`src/rtl/regfile_write_arbiter.sv`:
```
// Register-bank write arbiter: clears every register after reset, then grants one round-robin write per cycle.
// Optional macro REG0_HARDWIRE_EN makes register 0 a constant zero that ARB-phase writes cannot change.
module regfile_write_arbiter #(
  parameter int NUM_REQ  = 3,
  parameter int NUM_REGS = 16,
  parameter int ADDR_W   = 4,
  parameter int DATA_W   = 16
) (
  input  logic                        clk,
  input  logic                        rst_n,
  input  logic [NUM_REQ-1:0]          req,
  input  logic [NUM_REQ*ADDR_W-1:0]   req_addr,
  input  logic [NUM_REQ*DATA_W-1:0]   req_data,
  output logic [NUM_REQ-1:0]          gnt,
  output logic [NUM_REGS-1:0]         w_flag,
  output logic [DATA_W-1:0]           wr_data,
  output logic                        init_done,
  output logic                        addr_err
);

  localparam int PTR_W = (NUM_REQ > 1) ? $clog2(NUM_REQ) : 1;

  typedef enum logic {INIT, ARB} state_t;

  state_t              state_q, state_d;
  logic [ADDR_W-1:0]   cnt_q, cnt_d;
  logic [PTR_W-1:0]    ptr_q, ptr_d;
  logic [NUM_REQ-1:0]  gnt_q, gnt_d;
  logic [NUM_REGS-1:0] wFlag_q, wFlag_d;
  logic [DATA_W-1:0]   wrData_q, wrData_d;
  logic                initDone_q, initDone_d;
  logic                addrErr_q, addrErr_d;

  logic [ADDR_W-1:0]   addrArr [NUM_REQ];
  logic [DATA_W-1:0]   dataArr [NUM_REQ];
  logic [NUM_REQ-1:0]  masked;
  logic [PTR_W-1:0]    idx;
  logic [PTR_W-1:0]    win;
  logic                found;
  logic [ADDR_W-1:0]   winAddr;

  always_comb begin
    for (int i = 0; i < NUM_REQ; i++) begin
      addrArr[i] = req_addr[i*ADDR_W +: ADDR_W];
      dataArr[i] = req_data[i*DATA_W +: DATA_W];
    end
  end

  // A requester granted this cycle is masked so a late-dropped req cannot be written twice.
  always_comb begin
    masked = req & ~gnt_q;
    found  = 1'b0;
    win    = '0;
    idx    = ptr_q;
    for (int k = 0; k < NUM_REQ; k++) begin
      if (!found && masked[idx]) begin
        found = 1'b1;
        win   = idx;
      end
      idx = (idx == PTR_W'(NUM_REQ - 1)) ? '0 : idx + PTR_W'(1);
    end
  end

  assign winAddr = addrArr[win];

  always_comb begin
    state_d    = state_q;
    cnt_d      = cnt_q;
    ptr_d      = ptr_q;
    gnt_d      = '0;
    wFlag_d    = '0;
    wrData_d   = wrData_q;
    initDone_d = initDone_q;
    addrErr_d  = 1'b0;
    case (state_q)
      INIT: begin
        wFlag_d  = {{(NUM_REGS-1){1'b0}}, 1'b1} << cnt_q;
        wrData_d = '0;
        if (cnt_q == ADDR_W'(NUM_REGS - 1)) begin
          cnt_d      = '0;
          state_d    = ARB;
          initDone_d = 1'b1;
        end else begin
          cnt_d = cnt_q + ADDR_W'(1);
        end
      end
      ARB: begin
        if (found) begin
          gnt_d    = {{(NUM_REQ-1){1'b0}}, 1'b1} << win;
          wrData_d = dataArr[win];
          ptr_d    = (win == PTR_W'(NUM_REQ - 1)) ? '0 : win + PTR_W'(1);
          if ({1'b0, winAddr} >= (ADDR_W+1)'(NUM_REGS)) begin
            addrErr_d = 1'b1;
          end else begin
            wFlag_d = {{(NUM_REGS-1){1'b0}}, 1'b1} << winAddr;
`ifdef REG0_HARDWIRE_EN
            if (winAddr == '0) wFlag_d = '0;
`endif
          end
        end
      end
      default: state_d = INIT;
    endcase
  end

  always_ff @(posedge clk or negedge rst_n) begin
    if (!rst_n) begin
      state_q    <= INIT;
      cnt_q      <= '0;
      ptr_q      <= '0;
      gnt_q      <= '0;
      wFlag_q    <= '0;
      wrData_q   <= '0;
      initDone_q <= 1'b0;
      addrErr_q  <= 1'b0;
    end else begin
      state_q    <= state_d;
      cnt_q      <= cnt_d;
      ptr_q      <= ptr_d;
      gnt_q      <= gnt_d;
      wFlag_q    <= wFlag_d;
      wrData_q   <= wrData_d;
      initDone_q <= initDone_d;
      addrErr_q  <= addrErr_d;
    end
  end

  assign gnt       = gnt_q;
  assign w_flag    = wFlag_q;
  assign wr_data   = wrData_q;
  assign init_done = initDone_q;
  assign addr_err  = addrErr_q;

endmodule

```
`config.mk`:
```
export PLATFORM = sky130hd
export DESIGN_NAME = regfile_write_arbiter
export DESIGN_NICKNAME = d
export VERILOG_FILES = /design/src/rtl/regfile_write_arbiter.sv
export SDC_FILE = /design/constraint.sdc
export NUM_CORES = 1
export LEC_CHECK = 0
export CAP_MARGIN = 15
export CORE_MARGIN = 1.5
export CORE_UTILIZATION = 41
export CTS_CLUSTER_DIAMETER = 120
export DETAILED_ROUTE_END_ITERATION = 12
export PLACE_DENSITY = 0.77
export REMOVE_ABC_BUFFERS = 1
export SYNTH_ARGS = -nofsm -noshare
export SYNTH_HDL_FRONTEND = slang
export SYNTH_SLANG_ARGS = --single-unit
```
`constraint.sdc`:
```
create_clock -name clk -period 2.8 [get_ports clk]
set_clock_uncertainty 0.1 [all_clocks]
set_input_delay 0.56 -clock clk [delete_from_list [all_inputs] [get_ports clk]]
set_output_delay 0.56 -clock clk [all_outputs]
set_load 0.02 [all_outputs]
```
==> results.md, run 1 <==
* Status: completed
* Worst Setup Slack post-DPL at -22.4 ps
* Most frequent cells after synthesis: 43 x sky130_fd_sc_hd__dfrtp_1, 30 x sky130_fd_sc_hd__nand2_1, 17 x sky130_fd_sc_hd__a22o_1
* ANT cells at 0
* Number of instances in the synthesized netlist at 197
* Share of total power consumed by net switching at 39.6%
* FF+latch count, synth at 43
* Power share of the sequential group at 30.9%
* Average detailed-routed wire length per instance at 15.5 um
* Last weighted congestion value of the routability-driven placer at 0.871
* Endpoint type of the worst setup path: flip-flop
* Top cells by area in the synthesized netlist: sky130_fd_sc_hd__dfrtp_1 50%, sky130_fd_sc_hd__a22o_1 6.9%, sky130_fd_sc_hd__nand2_1 5.2%
* Transition time of the tightest slew-check pin at 964 ps
* IO buf count at 100
* Worst vdd ir at 538 uV
* Class of the tightest hold or removal check: in -> async
* Clock tree from TritonCTS: done
* Max-Cap Viols at 0
* Post-CTS setup buffers at 0
* Share of the clock period used by the worst path after layout at 90.9%
* Proportion of power drawn by combinational gates at 56.6%
* Number of global-route vias before repair at 1905
* Buffer levels on the longest clock path at 2
* Critical R2R Launch: ptr_q[0]
* Fraction of final layout cells with drive strength greater than 1 at 12.5%
* Clock sink count at 43
* First-pass GRT wire length at 8.83 mm
* # rows at 26
* Largest stage delay on the critical path at 470 ps
* Worst setup path class: in -> reg
* Cell Area, Synth at 2170 um^2
* Detailed-placement wirelength estimate at 4.55 mm
* Count of cell types in the netlist at 47
* Worst-path cell with the longest stage delay: sky130_fd_sc_hd__clkdlybuf4s50_1
* Post-layout util at 66.6%
* Seq/Total Area, Yosys at 49.7%
* Hold Vio Cnt, Final at 0
* Count of final max-slew check failures at 0
* Setup repair after global routing missed its margin: no
* Final setup fails at 0
* Primary FF master, synth: sky130_fd_sc_hd__dfrtp_1
* Effective utilization at floorplan at 42.4%
* Launching element type of the critical path: input port
* FMAX at 393 MHz
* Die area at 5730 um^2
* # H-tree levels at 2
* Relative max-transition margin at 35.3%
* Fraction of synthesized cell area taken by the top area cell type at 49.7%
* Largest net degree at the start of global routing at 44
* Combinational family with the most area after synthesis: compound AO/OA/AOI/OAI gates
* Layout Nets at 382
* Reg clk slew, reported paths at 80 ps
* Net switching power at 1.19 mW
* Clock Tree Root: sky130_fd_sc_hd__clkbuf_8
* Global-route congestion overflow total at 0
* Leading area contributor after synthesis: sky130_fd_sc_hd__dfrtp_1
* Global-route usage over all layers at 20.7%
* Die outline width at 75.7 um
* Family of cells with the greatest summed delay on the critical path: compound AO/OA/AOI/OAI gates
* Internal at 1.81 mW
* Clock latency of the later-clocked register in the worst-skew pair at 290 ps
* # placed instances at 374
* Mux contribution to synthesized area at 0.520%
* Count of vias placed by the detailed router at 2029
* Residual DRC at 0
* Syn Area/Cell at 11.0 um^2
* Fraction of registers with async set/reset at 100%
* Power density relative to cell area at 882 nW/um^2
* Placeable core region at 5110 um^2
* EDFF count, synth at 0
* Data required time at the worst endpoint at 2930 ps
* Antenna Violating Nets Remaining at 0
* CTS Buf Count at 5
* Final instance count without filler cells at 382
* Worst Setup Slack, final at 255 ps
* Final Routed Wirelength at 5.91 mm
* Number of detailed-route iterations in the first pass at 5
* Complex-gate fraction of the synthesized area at 28.8%
* Ports placed on the boundary at 102
* Clock network fraction of design power at 12.5%
* Number of antenna violations at the first check in global routing at 0
* Worst reg2reg path endpoint: w_flag[4]
* Overall die height at 75.7 um
* Syn-to-layout area delta at 57.0%
* Area fraction in and, or, nand and nor cells after synthesis at 14.4%
* Setup TNS at 0 ps
* Final Critical Period at 2540 ps
* Crit path buf inv count at 1
* Hold-fix buffers at CTS at 0
* Adder and majority gate portion of the synthesized area at 3.47%
* Flop-to-flop setup slack at 550 ps
* Xor and xnor area share after synthesis at 0%
* Maximum fanout along the worst path at 4
* Total leakage power at 1.43 nW
* Cell with the most instances after synthesis: sky130_fd_sc_hd__dfrtp_1
* Routed via count divided by cell count at 5.31
* Detailed Route Iter0 Violations at 144
* Cts repair resizes at 0
* Cell count of the worst reg-to-reg path at 6
* Endpoint arrival time on the critical path at 2680 ps
* Total of warnings raised by yosys at 0
* Cell chain of the critical path: clkdlybuf4s50_1 -> or3b_4 -> a21o_1 -> a32o_2 -> a21oi_2 -> nor3b_4 -> a32o_1
==> cells by family after synthesis <==
| logic type | after synthesis |
|---|---|
| adder cells (fa/ha/maj) | 6 |
| AND/OR/NAND/NOR | 58 |
| flip-flops | 43 |
| AO/OA/AOI/OAI | 75 |
| buffers and inverters | 13 |
| other | 1 |
| multiplexers | 1 |
==> cell usage in the layout (no fill, tap or decap), drive strengths merged, types with 2 or more instances in the layout <==
cell,n
a211oi,3
a21o,4
a21oi,15
a222oi,7
a22o,17
a32o,9
buf,16
clkbuf,7
clkdlybuf4s50,99
clkinv,2
dfrtp,43
ha,6
inv,4
nand2,30
nand2b,3
nand3,2
nand3b,2
nor2,6
nor3,6
o21ai,11
o31ai,2
==> worst max path at each step <==
stage,startpoint,end,slack [ps],cells after the start
2_1_floorplan,req[0],w_flag[4],410,6
3_3_place_gp,req[0],w_flag[4],20,7
3_5_place_dp,req[0],w_flag[4],-20,7
4_1_cts,req[0],w_flag[4],270,7
5_1_grt,req[0],w_flag[4],170,7
6_report,req[0],w_flag[4],260,7
==> final cells by class <==
| class | count | area [um^2] |
|---|---|---|
| fill | 419 | 1710 |
| timing repair buffer | 115 | 1110 |
| sequential | 43 | 1080 |
| multi-input combinational | 141 | 1030 |
| tap | 70 | 87.6 |
| clock buffer | 7 | 76.3 |
| inverter | 5 | 18.8 |
| clock inverter | 1 | 5.00 |
==> per-stage QoR <==
step / power (mW) / area, um^2 / hold slack [ps]
floorplan: 1.84 / 2120 / 164
global placement: 2.60 / 3320 / 344
detailed placement: 2.64 / 3320 / 353
CTS: 3.02 / 3400 / 343
global route: 3.20 / 3400 / 383
finish: 3.00 / 3400 / 313
==> power groups by stage <==
stage | logic [mW] | registers (mW) | clock network (mW)
3_5_place_dp | 1.70 | 0.938 | 0
6_report | 1.70 | 0.927 | 0.373
2_1_floorplan | 0.680 | 1.16 | 0
5_1_grt | 1.84 | 0.947 | 0.407
3_3_place_gp | 1.67 | 0.928 | 0
4_1_cts | 1.71 | 0.928 | 0.386
==> state kept, by name, summed over array words and instances (netlist names) <==
register and flops:
w_flag 16, state_q 1, ptr_q 2, gnt 3
wr_data 16, cnt_q 4, init_done 1
==> layer usage <==
| layer | part of all wire (%) | vias to the layer above | global-route usage, % |
|---|---|---|---|
| li1 | - | 980 | - |
| met1 | 44 | 958 | 26.6 |
| met2 | 48 | 82 | 34.1 |
| met3 | 6.5 | 9 | 4.23 |
| met4 | 1.8 | 0 | 8.93 |
| met5 | 0 | - | 0 |
No activity file was read; power rests on OpenSTA's default activity.
==> inputs of run 2 (changes only) <==
--- a/config.mk
+++ b/config.mk
@@ -10,7 +10,7 @@
 export CORE_UTILIZATION = 41
 export CTS_CLUSTER_DIAMETER = 120
 export DETAILED_ROUTE_END_ITERATION = 12
-export PLACE_DENSITY = 0.77
+export PLACE_DENSITY_LB_ADDON = 0.08
 export REMOVE_ABC_BUFFERS = 1
 export SYNTH_ARGS = -nofsm -noshare
 export SYNTH_HDL_FRONTEND = slang
==> run 2 against run 1 <==
Die area unchanged. Global-route usage increased by 0.87 points. Critical endpoint unchanged. Register-to-register slack about the same. Sequential share of layout area decreased by 0.40 points. Wire length increased by 4.1%. Cell count increased by 0.52%. Final area increased by 1.3%. Non-clock buffer count increased by 3.
==> results.md, run 2 (synthesis results as in run 1) <==
* Status: completed (unchanged)
* First-pass GRT wire length at 9.22 mm (was 8.83 mm)
* Setup repair after global routing missed its margin: no (unchanged)
* Clock sink count at 43 (unchanged)
* Final Critical Period at 2540 ps (about the same)
* Final std cell area, no fill at 3440 um^2 (was 3400 um^2)
* Count of vias placed by the detailed router at 2053 (was 2029)
* Fraction of final layout cells with drive strength greater than 1 at 13.4% (was 12.5%)
* FMAX at 393 MHz (about the same)
* Data required time at the worst endpoint at 2930 ps (about the same)
* Worst vdd ir at 475 uV (was 538 uV)
* Hold Vio Cnt, Final at 0 (unchanged)
* Routed via count divided by cell count at 5.35 (was 5.31)
* Number of filler cells placed in the layout at 433 (was 419)
* Launching element type of the critical path: input port (unchanged)
* Final setup fails at 0 (unchanged)
* Final Routed Wirelength at 6.16 mm (was 5.91 mm)
* Worst Setup Slack post-DPL at -54.3 ps (was -22.4 ps)
* CTS Buf Count at 5 (unchanged)
* Cell chain of the critical path: clkdlybuf4s50_1 -> or3b_4 -> a21o_1 -> a32o_2 -> a21oi_2 -> nor3b_4 -> a32o_1 (unchanged)
* Transition time of the tightest slew-check pin at 970 ps (was 964 ps)
* Detailed Route Iter0 Violations at 132 (was 144)
* Overall die height at 75.7 um (unchanged)
* Most frequent cells in the layout: 99 x sky130_fd_sc_hd__clkdlybuf4s50_1, 43 x sky130_fd_sc_hd__dfrtp_1, 30 x sky130_fd_sc_hd__nand2_1 (unchanged)
* Worst-path cell with the longest stage delay: sky130_fd_sc_hd__clkdlybuf4s50_1 (unchanged)
* Clock latency of the later-clocked register in the worst-skew pair at 290 ps (about the same)
* Syn-to-layout area delta at 59.0% (was 57.0%)
* Worst Setup Slack, final at 255 ps (about the same)
* Effective utilization at floorplan at 42.4% (unchanged)
* Power density relative to cell area at 905 nW/um^2 (was 882 nW/um^2)
* Last weighted congestion value of the routability-driven placer at 0.842 (was 0.871)
* Layout Nets at 385 (was 382)
* Global-route usage over all layers at 21.6% (was 20.7%)
* Placeable core region at 5110 um^2 (unchanged)
* Global-route congestion overflow total at 0 (unchanged)
* Clock tree from TritonCTS: done (unchanged)
* Post-CTS setup buffers at 0 (unchanged)
* Antenna Violating Nets Remaining at 0 (unchanged)
* Class of the tightest hold or removal check: in -> async (unchanged)
* Cts repair resizes at 0 (unchanged)
* Largest net degree at the start of global routing at 44 (unchanged)
* Max-Cap Viols at 0 (unchanged)
* Ports placed on the boundary at 102 (unchanged)
* Die outline width at 75.7 um (unchanged)
* Final instance count without filler cells at 384 (was 382)
* Endpoint arrival time on the critical path at 2680 ps (about the same)
* Die area at 5730 um^2 (unchanged)
* # placed instances at 377 (was 374)
* Largest stage delay on the critical path at 470 ps (about the same)
* Critical R2R Launch: ptr_q[0] (unchanged)
* Reg clk slew, reported paths at 80 ps (about the same)
* # rows at 26 (unchanged)
* Clock Tree Root: sky130_fd_sc_hd__clkbuf_8 (unchanged)
* Area after detailed placement at 3340 um^2 (was 3320 um^2)
* Endpoint type of the worst setup path: flip-flop (unchanged)
* Tot Pwr at 3.11 mW (was 3.00 mW)
* Buffer levels on the longest clock path at 2 (unchanged)
* Share of the clock period used by the worst path after layout at 90.9% (about the same)
* ANT cells at 0 (unchanged)
* Hold-fix buffers at CTS at 0 (unchanged)
* Number of global-route vias before repair at 1958 (was 1905)
* Detailed-placement wirelength estimate at 4.71 mm (was 4.55 mm)
* Number of antenna violations at the first check in global routing at 0 (unchanged)
* IO buf count at 100 (unchanged)
* Average detailed-routed wire length per instance at 16.0 um (was 15.5 um)
* Critical path origin: req[0] (unchanged)
* # H-tree levels at 2 (unchanged)
* Post-layout util at 67.4% (was 66.6%)
* Count of final max-slew check failures at 0 (unchanged)
* Relative max-transition margin at 35.4% (was 35.3%)
* Maximum fanout along the worst path at 4 (unchanged)
* Number of detailed-route iterations in the first pass at 5 (unchanged)
* Total leakage power at 1.46 nW (was 1.43 nW)
* Worst setup path class: in -> reg (unchanged)
* Leading cell type in the layout, fill and taps excluded: sky130_fd_sc_hd__clkdlybuf4s50_1 (unchanged)
* Residual DRC at 0 (unchanged)
run 2: cell count changes in the layout (fill, tap and decap cells not counted), sizes merged:
cell,previous run,this run
buf,16,19
bufinv,0,1
clkbuf,7,6
clkinv,2,1
run 2: final timing paths:
| kind | end | slack (ps) | depth (start not counted) |
|---|---|---|---|
| setup / recovery | w_flag[4] | 260 | 7 |
| hold / removal | ptr_q[1] | 320 | 1 |
| setup reg to reg | w_flag[4] | 560 | 6 |
| hold reg to reg | init_done | 370 | 1 |
| max in group asynchronous | wr_data[2] | 1680 | 1 |
| min in group clk | init_done | 370 | 1 |
run 2: stage by stage:
step / hold slack, ps / setup TNS [ps]
6_report: 323 / 0
5_1_grt: 401 / 0
4_1_cts: 346 / 0
3_5_place_dp: 352 / -179
3_3_place_gp: 344 / -2.43
2_1_floorplan: 164 / 0
run 2: worst max-delay path, delay by kind of cell:
| kind | cells | cell delay, ps |
|---|---|---|
| AO/OA/AOI/OAI | 4 | 950 |
| buffers and inverters | 1 | 470 |
| AND/OR/NAND/NOR | 2 | 690 |
run 2: metal layers:
layer	share of wire (%)	up-vias	global-route usage (%)
met4	0.99	0	5.95
met2	46	84	34.8
li1	-	985	-
met3	7.6	6	5.29
met1	45	978	29.2
met5	0	-	0
run 2: report_power, final:
group	total (mW)	leakage (nW)	internal [mW]	switching, mW
Clock	0.463	0.0513	0.261	0.201
Sequential	0.928	0.550	0.820	0.108
Combinational	1.72	0.857	0.838	0.887
run 2: cell type report:
class	count	area [um^2]	share of cell area, %
repair buffers	118	1130	32.8
flip-flops and latches	43	1080	31.2
multi-input cells	141	1030	29.8
well taps	70	87.6	2.54
clock buffers	6	72.6	2.11
clock inverters	1	30.0	0.872
inverters	5	18.8	0.545
==> inputs of run 3 (changes only) <==
==> constraint.sdc (replaced) <==
create_clock -name clk -period 3.3 [get_ports clk]
set_clock_uncertainty 0.1 [all_clocks]
set_input_delay 0.66 -clock clk [delete_from_list [all_inputs] [get_ports clk]]
set_output_delay 0.66 -clock clk [all_outputs]
set_load 0.02 [all_outputs]
==> run 3 against run 2 <==
Global-route usage fell by 0.87 points. Sequential share of layout area rose by 0.94 points. Total power fell by 20%. Clock power fell by 30%. Cell count fell by 2.6%. First-iteration DRC count fell by 23%. Combinational power fell by 20%. Register-to-register slack improved by 350 ps. Critical path depth did not move. Clock-buffer cell count did not move.
==> results.md, run 3 (synthesis results as in run 1) <==
* Die area at 5730 um^2 (unchanged)
* Class of the tightest hold or removal check: reg -> reg (was in -> async)
* Most frequent cells in the layout: 99 x sky130_fd_sc_hd__clkdlybuf4s50_1, 43 x sky130_fd_sc_hd__dfrtp_1, 30 x sky130_fd_sc_hd__nand2_1 (unchanged)
* FMAX at 353 MHz
* Worst-path cell with the longest stage delay: sky130_fd_sc_hd__clkdlybuf4s50_1 (unchanged)
* Transition time of the tightest slew-check pin at 953 ps (was 970 ps)
* Routed via count divided by cell count at 5.43 (was 5.35)
* Power density relative to cell area at 743 nW/um^2 (was 905 nW/um^2)
* Total leakage power at 1.39 nW (was 1.46 nW)
* Final setup fails at 0 (unchanged)
* Clock tree from TritonCTS: done (unchanged)
* Final Routed Wirelength at 5.97 mm (was 6.16 mm)
* Clock latency of the later-clocked register in the worst-skew pair at 290 ps (about the same)
* Buffer levels on the longest clock path at 2 (unchanged)
* Global-route congestion overflow total at 0 (unchanged)
* Tot Pwr at 2.48 mW (was 3.11 mW)
* Setup repair after global routing missed its margin: no (unchanged)
* Die outline width at 75.7 um (unchanged)
* Family of cells with the greatest summed delay on the critical path: compound AO/OA/AOI/OAI gates (unchanged)
* Crit. path cell count at 7 (unchanged)
* Cells on Worst Hold Path at 1
* Detailed Route Iter0 Violations at 102 (was 132)
* Crit path buf inv count at 1 (unchanged)
* IO buf count at 100 (unchanged)
* Count of final max-slew check failures at 0 (unchanged)
* Final Critical Period at 2840 ps
* Largest net degree at the start of global routing at 44 (unchanged)
* Fraction of final layout cells with drive strength greater than 1 at 10.5% (was 13.4%)
* Hold-fix buffers at CTS at 0 (unchanged)
* Worst Setup Slack post-DPL at 144 ps (was -54.3 ps)
* Overall die height at 75.7 um (unchanged)
* Antenna Violating Nets Remaining at 0 (unchanged)
* Launching element type of the critical path: input port (unchanged)
* Number of global-route vias before repair at 1921 (was 1958)
* Effective utilization at floorplan at 42.4% (unchanged)
* Endpoint type of the worst setup path: flip-flop (unchanged)
* Count of vias placed by the detailed router at 2030 (was 2053)
* Maximum fanout along the worst path at 11 (was 4)
* Setup TNS at 0 ps (unchanged)
* Worst setup path class: in -> reg (unchanged)
* Placeable core region at 5110 um^2 (unchanged)
* Share of the clock period used by the worst path after layout at 85.9%
* Average detailed-routed wire length per instance at 16.0 um (about the same)
* Residual DRC at 0 (unchanged)
* Largest stage delay on the critical path at 500 ps (was 470 ps)
* Relative max-transition margin at 36.4% (was 35.4%)
* Cts repair resizes at 0 (unchanged)
* Status: completed (unchanged)
* Ports placed on the boundary at 102 (unchanged)
* CTS Buf Count at 5 (unchanged)
* Syn-to-layout area delta at 54.4% (was 59.0%)
* ANT cells at 0 (unchanged)
* Number of filler cells placed in the layout at 432 (was 433)
* Clock sink count at 43 (unchanged)
* Hold Vio Cnt, Final at 0 (unchanged)
* Clock Tree Root: sky130_fd_sc_hd__clkbuf_8 (unchanged)
* Layout Nets at 374 (was 385)
* Leading cell type in the layout, fill and taps excluded: sky130_fd_sc_hd__clkdlybuf4s50_1 (unchanged)
* Data required time at the worst endpoint at 3380 ps (was 2930 ps)
* Post-layout util at 65.5% (was 67.4%)
* Worst Setup Slack, final at 464 ps (was 255 ps)
* Tightest hold margin at 365 ps (was 323 ps)
* Cell chain of the critical path: clkdlybuf4s50_1 -> or3b_4 -> and4_1 -> a32o_1 -> a21oi_2 -> nand2_1 -> o41ai_2 (was clkdlybuf4s50_1 -> or3b_4 -> a21o_1 -> a32o_2 -> a21oi_2 -> nor3b_4 -> a32o_1)
* # H-tree levels at 2 (unchanged)
* Number of antenna violations at the first check in global routing at 0 (unchanged)
* Number of detailed-route iterations in the first pass at 4 (was 5)
* Post-CTS setup buffers at 0 (unchanged)
* Detailed-placement wirelength estimate at 4.56 mm (was 4.71 mm)
* Worst vdd ir at 414 uV (was 475 uV)
* Cell count of the worst reg-to-reg path at 6 (unchanged)
* First-pass GRT wire length at 8.91 mm (was 9.22 mm)
* Global-route usage over all layers at 20.7% (was 21.6%)
* Max-Cap Viols at 0 (unchanged)
* # rows at 26 (unchanged)
* Reg clk slew, reported paths at 80 ps (about the same)
* Last weighted congestion value of the routability-driven placer at 0.841 (was 0.842)
* Endpoint arrival time on the critical path at 2910 ps (was 2680 ps)
==> run 3: path summary, 6_finish.rpt <==
| check | from | end | slack [ps] |
|---|---|---|---|
| worst max-delay path | req[0] | w_flag[0] | 460 |
| worst min-delay path | init_done | init_done | 370 |
| worst max register to register | ptr_q[0] | w_flag[0] | 910 |
| worst min register to register | init_done | init_done | 370 |
| max in group asynchronous | rst_n | state_q | 2100 |
| min in group asynchronous | rst_n | w_flag[9] | 410 |
==> run 3: area by class of cell <==
class                   instances  area, um^2  area share [%]
well taps                      70        87.6            2.62
flip-flops and latches         43        1080            32.2
clock inverters                 2        12.5           0.374
inverters                       5        18.8           0.561
clock buffers                   6        72.6            2.17
repair buffers                107        1050            31.4
multi-input cells             141        1030            30.7
==> run 3: stage by stage <==
| stage | area, um^2 | cells |
|---|---|---|
| 2_1_floorplan | 2120 | 189 |
| 3_3_place_gp | 3260 | 366 |
| 3_5_place_dp | 3260 | 366 |
| 4_1_cts | 3340 | 374 |
| 5_1_grt | 3340 | 374 |
| 6_report | 3340 | 374 |
==> run 3: layer usage <==
| metal | GRT usage (%) | wire length (um) | vias to the layer above |
|---|---|---|---|
| met3 | 4.76 | 420 | 4 |
| li1 | - | - | 961 |
| met2 | 32.9 | 2810 | 77 |
| met1 | 28.8 | 2700 | 988 |
| met5 | 0 | 0 | - |
| met4 | 5.36 | 39 | 0 |
==> run 3: power breakdown <==
group	internal [mW]	switching, mW
Sequential	0.695	0.0901
Clock	0.148	0.178
Combinational	0.647	0.726
Total	1.49	0.994
